<file path="src/rtl/vga_rx_pkg.sv">
// Shared types and constants for the VGA sync receiver.
// Counters are 10 bits wide and saturate rather than wrap.
package vga_rx_pkg;

  localparam int unsigned COORD_W     = 10;
  localparam int unsigned H_TOTAL_DEF = 800;
  localparam int unsigned V_TOTAL_DEF = 525;

  typedef logic [COORD_W-1:0] coord_t;

  localparam coord_t CNT_MAX = '1;

  typedef enum logic [1:0] {
    SEARCH  = 2'd0,
    MEASURE = 2'd1,
    LOCKED  = 2'd2
  } rx_state_e;

  function automatic coord_t sat_inc(input coord_t v);
    return (v == CNT_MAX) ? v : v + coord_t'(1);
  endfunction

endpackage

</file>
<file path="src/rtl/vga_sync_edge.sv">
// Samples the incoming sync stream on each pixel strobe and reports edges
// between successive samples, qualified for the clk that follows the sample.
module vga_sync_edge
  import vga_rx_pkg::*;
(
  input  logic clk,
  input  logic reset,
  input  logic pclk_en,
  input  logic h_sync,
  input  logic v_sync,
  input  logic de_in,
  output logic samp_vld,
  output logic h_fall,
  output logic v_fall,
  output logic de_rise,
  output logic de_fall,
  output logic de_cur,
  output logic de_prev
);

  logic h_cur_q, h_cur_d, h_prev_q, h_prev_d;
  logic v_cur_q, v_cur_d, v_prev_q, v_prev_d;
  logic de_cur_q, de_cur_d, de_prev_q, de_prev_d;
  logic samp_vld_q, samp_vld_d;

  always_comb begin
    h_cur_d    = h_cur_q;
    h_prev_d   = h_prev_q;
    v_cur_d    = v_cur_q;
    v_prev_d   = v_prev_q;
    de_cur_d   = de_cur_q;
    de_prev_d  = de_prev_q;
    samp_vld_d = pclk_en;
    if (pclk_en) begin
      h_cur_d   = h_sync;
      h_prev_d  = h_cur_q;
      v_cur_d   = v_sync;
      v_prev_d  = v_cur_q;
      de_cur_d  = de_in;
      de_prev_d = de_cur_q;
    end
  end

  // Syncs idle high so the first sample after reset cannot fake a fall.
  always_ff @(posedge clk or negedge reset) begin
    if (!reset) begin
      h_cur_q    <= 1'b1;
      h_prev_q   <= 1'b1;
      v_cur_q    <= 1'b1;
      v_prev_q   <= 1'b1;
      de_cur_q   <= 1'b0;
      de_prev_q  <= 1'b0;
      samp_vld_q <= 1'b0;
    end else begin
      h_cur_q    <= h_cur_d;
      h_prev_q   <= h_prev_d;
      v_cur_q    <= v_cur_d;
      v_prev_q   <= v_prev_d;
      de_cur_q   <= de_cur_d;
      de_prev_q  <= de_prev_d;
      samp_vld_q <= samp_vld_d;
    end
  end

  assign samp_vld = samp_vld_q;
  assign h_fall   = samp_vld_q &  h_prev_q  & ~h_cur_q;
  assign v_fall   = samp_vld_q &  v_prev_q  & ~v_cur_q;
  assign de_rise  = samp_vld_q & ~de_prev_q &  de_cur_q;
  assign de_fall  = samp_vld_q &  de_prev_q & ~de_cur_q;
  assign de_cur   = de_cur_q;
  assign de_prev  = de_prev_q;

endmodule

</file>
<file path="src/rtl/vga_sync_receiver.sv">
// Recovers pixel coordinates from an h_sync/v_sync/DE stream, measures line
// and frame totals, and tracks lock against the expected geometry.
module vga_sync_receiver
  import vga_rx_pkg::*;
#(
  parameter int unsigned H_TOTAL     = H_TOTAL_DEF,
  parameter int unsigned V_TOTAL     = V_TOTAL_DEF,
  parameter int unsigned LOCK_FRAMES = 2
) (
  input  logic               clk,
  input  logic               reset,
  input  logic               pclk_en,
  input  logic               h_sync,
  input  logic               v_sync,
  input  logic               DE,
  output logic [COORD_W-1:0] x_pixel,
  output logic [COORD_W-1:0] y_pixel,
  output logic               pix_valid,
  output logic               line_start,
  output logic               frame_start,
  output logic [COORD_W-1:0] h_total,
  output logic [COORD_W-1:0] v_total,
  output logic               locked,
  output logic               sync_err
);

  localparam coord_t     H_EXP  = coord_t'(H_TOTAL);
  localparam coord_t     V_EXP  = coord_t'(V_TOTAL);
  localparam logic [2:0] LOCK_N = 3'(LOCK_FRAMES);

  logic samp_vld, h_fall, v_fall, de_rise, de_fall, de_cur, de_prev;

  vga_sync_edge u_edge (
    .clk      (clk),
    .reset    (reset),
    .pclk_en  (pclk_en),
    .h_sync   (h_sync),
    .v_sync   (v_sync),
    .de_in    (DE),
    .samp_vld (samp_vld),
    .h_fall   (h_fall),
    .v_fall   (v_fall),
    .de_rise  (de_rise),
    .de_fall  (de_fall),
    .de_cur   (de_cur),
    .de_prev  (de_prev)
  );

  coord_t     x_q, x_d, y_q, y_d;
  coord_t     per_q, per_d, ln_q, ln_d;
  coord_t     h_total_q, h_total_d, v_total_q, v_total_d;
  logic       pix_valid_q, pix_valid_d;
  logic       line_start_q, line_start_d;
  logic       frame_start_q, frame_start_d;
  logic       sync_err_q, sync_err_d;
  logic       h_seen_q, h_seen_d;
  logic       line_bad_q, line_bad_d;
  logic [2:0] good_q, good_d;
  rx_state_e  state_q, state_d;

  logic bad_line, sat_evt, frame_ok;

  always_comb begin
    x_d           = x_q;
    y_d           = y_q;
    per_d         = per_q;
    ln_d          = ln_q;
    h_total_d     = h_total_q;
    v_total_d     = v_total_q;
    pix_valid_d   = 1'b0;
    line_start_d  = 1'b0;
    frame_start_d = 1'b0;
    sync_err_d    = 1'b0;
    h_seen_d      = h_seen_q;
    line_bad_d    = line_bad_q;
    good_d        = good_q;
    state_d       = state_q;
    bad_line      = 1'b0;
    sat_evt       = 1'b0;
    frame_ok      = 1'b0;

    if (samp_vld) begin
      if (de_cur) begin
        pix_valid_d = 1'b1;
        x_d         = de_prev ? sat_inc(x_q) : '0;
      end
      line_start_d  = de_rise;
      frame_start_d = v_fall;

      if (v_fall) begin
        y_d = '0;
      end else if (de_fall) begin
        y_d = sat_inc(y_q);
      end

      // Period of the line just ended; only trusted once a real fall was seen.
      if (h_fall) begin
        per_d    = coord_t'(1);
        h_seen_d = 1'b1;
        if (h_seen_q) begin
          h_total_d = per_q;
          bad_line  = (per_q != H_EXP);
        end
      end else begin
        per_d   = sat_inc(per_q);
        sat_evt = h_seen_q && (per_q == CNT_MAX - coord_t'(1));
      end

      if (h_fall) begin
        ln_d = sat_inc(ln_q);
      end
      // A line starting on the frame's own v_sync fall belongs to the next frame.
      if (v_fall) begin
        v_total_d = ln_q;
        ln_d      = h_fall ? coord_t'(1) : '0;
      end

      frame_ok = (ln_q == V_EXP) && !line_bad_q && !bad_line && !sat_evt;

      case (state_q)
        SEARCH: begin
          if (v_fall) begin
            state_d    = MEASURE;
            good_d     = '0;
            line_bad_d = 1'b0;
          end
        end
        MEASURE: begin
          if (bad_line || sat_evt) begin
            line_bad_d = 1'b1;
          end
          if (v_fall) begin
            line_bad_d = 1'b0;
            if (frame_ok) begin
              good_d = good_q + 3'd1;
              if (good_q + 3'd1 >= LOCK_N) begin
                state_d = LOCKED;
              end
            end else begin
              good_d = '0;
            end
          end
        end
        LOCKED: begin
          if (bad_line || sat_evt || (v_fall && ln_q != V_EXP)) begin
            sync_err_d = 1'b1;
            state_d    = SEARCH;
            h_seen_d   = 1'b0;
          end
        end
        default: begin
          state_d = SEARCH;
        end
      endcase
    end
  end

  always_ff @(posedge clk or negedge reset) begin
    if (!reset) begin
      x_q           <= '0;
      y_q           <= '0;
      per_q         <= '0;
      ln_q          <= '0;
      h_total_q     <= '0;
      v_total_q     <= '0;
      pix_valid_q   <= 1'b0;
      line_start_q  <= 1'b0;
      frame_start_q <= 1'b0;
      sync_err_q    <= 1'b0;
      h_seen_q      <= 1'b0;
      line_bad_q    <= 1'b0;
      good_q        <= '0;
      state_q       <= SEARCH;
    end else begin
      x_q           <= x_d;
      y_q           <= y_d;
      per_q         <= per_d;
      ln_q          <= ln_d;
      h_total_q     <= h_total_d;
      v_total_q     <= v_total_d;
      pix_valid_q   <= pix_valid_d;
      line_start_q  <= line_start_d;
      frame_start_q <= frame_start_d;
      sync_err_q    <= sync_err_d;
      h_seen_q      <= h_seen_d;
      line_bad_q    <= line_bad_d;
      good_q        <= good_d;
      state_q       <= state_d;
    end
  end

  assign x_pixel     = x_q;
  assign y_pixel     = y_q;
  assign pix_valid   = pix_valid_q;
  assign line_start  = line_start_q;
  assign frame_start = frame_start_q;
  assign h_total     = h_total_q;
  assign v_total     = v_total_q;
  assign locked      = (state_q == LOCKED);
  assign sync_err    = sync_err_q;

endmodule

</file>
<file path="config.mk">
export PLATFORM = sky130hd
export DESIGN_NAME = vga_sync_receiver
export DESIGN_NICKNAME = d
export VERILOG_FILES = /design/src/rtl/vga_rx_pkg.sv /design/src/rtl/vga_sync_edge.sv /design/src/rtl/vga_sync_receiver.sv
export SDC_FILE = /design/constraint.sdc
export NUM_CORES = 1
export LEC_CHECK = 0
export BUFFER_PORTS_ARGS = -buffer_cell sky130_fd_sc_hd__buf_2
export CAP_MARGIN = 10
export CORE_MARGIN = 2
export CORE_UTILIZATION = 40
export DETAILED_ROUTE_END_ITERATION = 7
export GPL_TIMING_DRIVEN = 0
export HOLD_SLACK_MARGIN = 0.12
export SYNTH_ARGS = -nofsm -noshare
export SYNTH_HDL_FRONTEND = slang
export SYNTH_SLANG_ARGS = --single-unit
export TNS_END_PERCENT = 10
</file>
<file path="constraint.sdc">
create_clock -name clk -period 4.1 [get_ports clk]
set_input_delay 0.82 -clock clk [delete_from_list [all_inputs] [get_ports clk]]
set_output_delay 0.82 -clock clk [all_outputs]
set_load 0.005 [all_outputs]
</file>
Word level (Yosys, flattened, before mapping)
Cells that the tools add are included.
W data, S select, Z words.
{"block": "classes", "reduce_logical": 23, "addsub": 5, "n_bitwise": 12, "magnitude_cmp": 1, "mux": 40, "eq_ne": 20}
{"op": "$mux W10", "count": 10}
{"op": "$eq A10 B10 Y1 const B", "count": 6}
{"op": "$add A10 B1 Y10 const B", "count": 4}
{"op": "$ne A10 B10 Y1 const B", "count": 2}
{"op": "$mux W1", "count": 19}
{"op": "$ne A2 B2 Y1 const B", "count": 8}
{"op": "$reduce_and A3 Y1", "count": 4}
{"op": "$mux W2", "count": 5}
{"op": "$mux W3", "count": 3}
{"op": "$and A1 B1 Y1", "count": 8}
{"op": "$reduce_and A4 Y1", "count": 2}
{"op": "$pmux W2 S3", "count": 1}
{"op": "$pmux W3 S2", "count": 1}
{"op": "$reduce_and A6 Y1", "count": 1}
{"op": "$reduce_bool A2 Y1", "count": 3}
{"op": "$logic_and A1 B1 Y1", "count": 5}
{"op": "$not A1 Y1", "count": 4}
{"op": "$reduce_and A2 Y1", "count": 2}
{"op": "$add A3 B1 Y3 const B", "count": 1}
{"op": "$ge A3 B2 Y1 const B", "count": 1}
{"op": "$logic_not A1 Y1", "count": 3}
{"op": "$ne A3 B3 Y1 const B", "count": 1}
{"op": "$eq A2 B1 Y1 const B", "count": 1}
{"op": "$eq A2 B2 Y1 const B", "count": 1}
{"op": "other kinds (4)", "count": 5}
{"block": "word_totals", "register_bits": 78, "wordCells": 122, "out_inout_bits": 45, "in_bits": 6}

Longest topological paths before layout
{"block": "depth", "ltp_word": 10, "depth_mapped": 8, "depth_no_buf": 7}

Cells and area by module
A second synthesis with hierarchy kept.
{"block": "unflattened", "cells_unflattened": 383, "area_unflattened_um2": 3878.7}
{"module": "vga_sync_receiver", "seq_area_each_um2": 1776.7, "cells_each": 365, "instances": 1, "area_per_inst_um2": 3562.2}
{"module": "vga_sync_edge", "seq_area_each_um2": 180.2, "cells_each": 18, "instances": 1, "area_per_inst_um2": 316.6}

Least setup slack after synthesis
Ideal clock, no wire load.
{"block": "synth_timing", "path_type": "register to register", "from": "register per_q[0]", "to": "register good_q[2]", "path_stages_with_launch": 8, "path_slack_ns": 2.362, "n_path_buf": 0, "t_arrival_ns": 1.674, "cell_sequence": "dfrtp_1 > inv_1 > ha_1 > and3_2 > and4_4 > or3_4 > nor4b_2 > a211o_1"}
{"block": "synth_via", "elab_chain_cells": 10, "elab_cells_between_ends": 15, "cone_classes": "eq/ne (2); mux (8); reduce/logical (5)"}
{"element": "start: declaration", "line": "vga_sync_receiver.sv:50", "rtl": "coord_t per_q, per_d, ln_q, ln_d;"}
{"element": "start signal: assignment", "line": "vga_sync_receiver.sv:177", "rtl": "per_q <= per_d;"}
{"element": "$ne A10 B10 Y1", "line": "vga_sync_receiver.sv:102", "rtl": "bad_line = (per_q != H_EXP);"}
{"element": "$mux W1", "line": "vga_sync_receiver.sv:100", "rtl": "if (h_seen_q) begin"}
{"element": "$mux W1", "line": "vga_sync_receiver.sv:97", "rtl": "if (h_fall) begin"}
{"element": "$mux W1", "line": "vga_sync_receiver.sv:82", "rtl": "if (samp_vld) begin"}
{"element": "$logic_not A1 Y1", "line": "vga_sync_receiver.sv:118", "rtl": "frame_ok = (ln_q == V_EXP) && !line_bad_q && !bad_line && !sat_evt;"}
{"element": "$logic_and A1 B1 Y1", "line": "vga_sync_receiver.sv:118"}
{"element": "$logic_and A1 B1 Y1 (*)", "line": "vga_sync_receiver.sv:118"}
{"element": "$mux W3 (*)", "line": "vga_sync_receiver.sv:134", "rtl": "if (frame_ok) begin"}
{"element": "$mux W3 (*)", "line": "vga_sync_receiver.sv:132", "rtl": "if (v_fall) begin"}
{"element": "$pmux W3 S2 (*)", "line": "vga_sync_receiver.sv:120", "rtl": "case (state_q)"}
{"element": "end signal: assignment", "line": "vga_sync_receiver.sv:187", "rtl": "good_q <= good_d;"}
{"element": "end: declaration", "line": "vga_sync_receiver.sv:58", "rtl": "logic [2:0] good_q, good_d;"}
Every way passes the cells marked *; elsewhere a longest branch is shown, timed or not. The select of a mux whose other input is x is not followed.
A chain may end at the register's enable or synchronous reset.

Final worst setup path
{"block": "layout_timing", "from": "register state_q[0]", "to": "output port locked"}
{"block": "layout_via", "elab_chain_cells": 1}
{"element": "start: declaration", "line": "vga_sync_receiver.sv:59", "rtl": "rx_state_e state_q, state_d;"}
{"element": "start signal: assignment", "line": "vga_sync_receiver.sv:188", "rtl": "state_q <= state_d;"}
{"element": "$eq A2 B2 Y1", "line": "vga_sync_receiver.sv:199", "rtl": "assign locked = (state_q == LOCKED);"}
{"element": "end: declaration", "line": "vga_sync_receiver.sv:23", "rtl": "output logic locked,"}
Every way passes these cells.

==> summary.txt <==
Yosys
  • Syn Nets: 364
  • Sequential area share after synthesis: 52.1%
  • Yosys warning total: 0
  • Yosys reg bits: 78
  • List of most frequent post-synthesis cells: dfrtp_1, nor2_1, nand2_1, mux2_2, xor2_1
  • Yosys top cell area share: 49.3%
  • Netlist cell types: 49
  • Most instantiated library cell after synthesis: dfrtp_1
  • Syn Area/Cell: 10.8 µm²
  • Netlist Area Pre-Place: 0.00375 mm²
  • Number of synthesized flops with an enable pin: 0
  • Async set-or-reset flop fraction in the synthesized netlist: 100%
  • Dominant synthesized flop cell: dfrtp_1
  • Synth top area cells: dfrtp_1, mux2_2, nor2_1
  • Cell taking the most area after synthesis: dfrtp_1
  • Syn Inst Count: 349

Routing
  • Routed wire length: 7.35 mm
  • Via count: 2739
  • DRC viols: 0
  • Routed vias/inst: 5.22
  • Post-DRT Antenna Nets: 0
  • 1st-iter DRT viols: 83
  • WL/cell: 14.0 µm
  • DRT Pass-1 Iters: 4

Finish
  • Diodes inserted: 0
  • Area Growth Syn to Fin: 16.5%
  • Layout cells sized above 1: 26.3%
  • Nets: 426
  • Layout Utilization: 47.8%
  • Final Cell Area: 0.00437 mm²

Floorplanning
  • Rows: 35
  • DIE HEIGHT: 101 µm
  • Initial Utilization: 41.0%
  • Die area: 0.0102 mm²
  • Chip width: 101 µm
  • # IOs: 51
  • Core box area: 0.00915 mm²

Critical path
  • R2R Path Start: ln_q[0]$_DFFE_PN0P_
  • Crit-path leading delay family: flip-flops
  • Crit. End Element: output pin
  • CP bufs+invs: 1
  • CP Data Arrival Time: 1.13 ns
  • Critical path's slowest cell: dfrtp_1
  • Worst reg2reg path endpoint: good_q[2]$_DFFE_PN0P_
  • Worst path cell trace: nor2_1 -> buf_2
  • R2r setup slk: 2.17 ns
  • Critical Path Start Type: flop
  • Critical Path RT: 3.28 ns
  • Crit Path Category: reg -> out
  • Reg2reg path depth: 6
  • Crit-path max FO: 4
  • CP peak stage delay: 0.40 ns

GRT
  • Grt ovf: 0
  • Met3 Use GR: 2.57%
  • Vias in the first global route: 2645
  • GR Layer Usage met2: 23.7%
  • Busiest metal layer after global routing: met2
  • Pin count of the biggest net entering global routing: 49
  • First-pass GRT wire length: 12.6 mm
  • Met1 Usage GRT: 22.1%
  • Gr usage total: 15.7%
  • Initial antenna violation count: 0

Clocking
  • Clk slew on worst S/H paths: 0.07 ns
  • CTS buffer count: 9
  • Clock root buffer: clkbuf_8
  • Clock Latency Late Sink: 0.35 ns
  • CTS resizes: 0
  • Post-CTS Setup Repair Bufs: 0
  • TritonCTS Sinks: 78
  • H-tree levels: 3
  • CTS tree: built
  • Hold_buf cts: 0
  • Clock buffer depth: 2

STA
  • RSZ-0062 raised after global routing: no
  • Tmin final: 1.95 ns
  • Setup_tns: 0 ns
  • Clock Skews: 0.0126 ns
  • Highest clock rate: 513 MHz
  • Slew @ Worst Pin: 0.611 ns
  • Tcrit/Tclk final: 47.5%
  • Final worst-path setup slack: 2.15 ns
  • Endpoints failing setup: 0
  • Max-slew violations: 0
  • Rel. slew slack: 58.2%
  • Final hold vios: 0

Placement
  • DP HPWL: 5.26 mm
  • Port Buffers: 50
  • GP Congestion: 0.819
  • DP Area: 0.00417 mm²
  • Dpl ws: 2.17 ns

Hold path
  • Worst Hold Class: in -> async

Status
  • Status: completed

Pwr
  • Switch share: 28.0%
  • Comb pwr share: 16.6%
  • P per Cell Area: 429 mW/mm²
  • Internal Power: 1.35 mW
  • Sequential power share: 51.2%
  • Max VDD drop: 0.214 mV
  • Pleak: 2.13 nW
  • Power, Total: 1.88 mW
  • Psw: 526 µW
  • Clock power share: 32.2%

Flow run
  • MaxCap Viol Count: 0
## state kept, by name, indices dropped and copies added (netlist names), 2 cells and up
name	cells
good_q	3
h_total	10
ln_q	10
per_q	10
state_q	2
v_total	10
x_pixel	10
y_pixel	10
## cells in the final DEF, fill, tap and decap left out, types with 8 or more instances in the layout
| cell type | n |
|---|---|
| dfrtp_1 | 74 |
| buf_2 | 54 |
| nor2_1 | 43 |
| nand2_1 | 30 |
| mux2_2 | 24 |
| xor2_1 | 18 |
| nand3_1 | 14 |
| o21ai_0 | 13 |
| nand4_1 | 10 |
| xnor2_1 | 10 |
| inv_1 | 9 |
| ha_1 | 9 |
| clkbuf_8 | 9 |
| nor3_1 | 8 |
## cell families (layout without fill, tap and decap cells)
kind of cell,Yosys count,count (layout),share of synthesized area (%)
simple gates,149,149,21.2
buf+inv,20,85,2.20
xor+xnor,28,28,6.53
flops,78,78,52.1
mux,26,26,7.73
compound gates,39,39,7.17
fa+ha+maj,9,9,3.00
## power by group through the flow
stage	combinational [mW]	sequential, mW	clock, mW
after floorplan	0.191	0.964	0
after global placement	0.307	0.974	0
after detailed placement	0.316	0.978	0
after CTS	0.318	0.962	0.624
after global routing	0.359	0.980	0.661
final	0.312	0.962	0.604
## metrics by stage
| stage | hold slack [ns] | cells |
|---|---|---|
| after floorplan | 0.463 | 349 |
| after global placement | 0.463 | 510 |
| after detailed placement | 0.468 | 511 |
| after CTS | 0.414 | 525 |
| after global routing | 0.415 | 525 |
| final | 0.403 | 525 |
## routing by layer
| layer | part of all wire [%] | vias up |
|---|---|---|
| li1 | - | 1356 |
| met1 | 50 | 1333 |
| met5 | 0 | - |
| met4 | 1.8 | 0 |
| met3 | 2.7 | 12 |
| met2 | 45 | 38 |
## cell type report
class / count / area (µm²)
multi-input combinational: 251 / 1710
inverter: 9 / 33.8
timing repair buffer: 51 / 280
tap: 111 / 139
clock inverter: 4 / 73.8
buffer: 11 / 48.8
sequential: 78 / 1960
fill: 874 / 4780
clock buffer: 10 / 128
## worst max path at each step
stage	to	depth (start not counted)	startpoint	slack (ns)
floorplan	good_q[2]$_DFFE_PN0P_	7	per_q[0]$_DFFE_PN0P_	2.36
finish	locked	2	state_q[0]$_DFFE_PN0P_	2.15
detailed placement	good_q[2]$_DFFE_PN0P_	7	per_q[0]$_DFFE_PN0P_	2.17
CTS	locked	2	state_q[0]$_DFFE_PN0P_	2.14
global placement	x_pixel[5]$_DFFE_PN0P_	1	reset	1.63
global route	state_q[0]$_DFFE_PN0P_	6	ln_q[0]$_DFFE_PN0P_	1.98
Power figures use the tool's default switching activity.
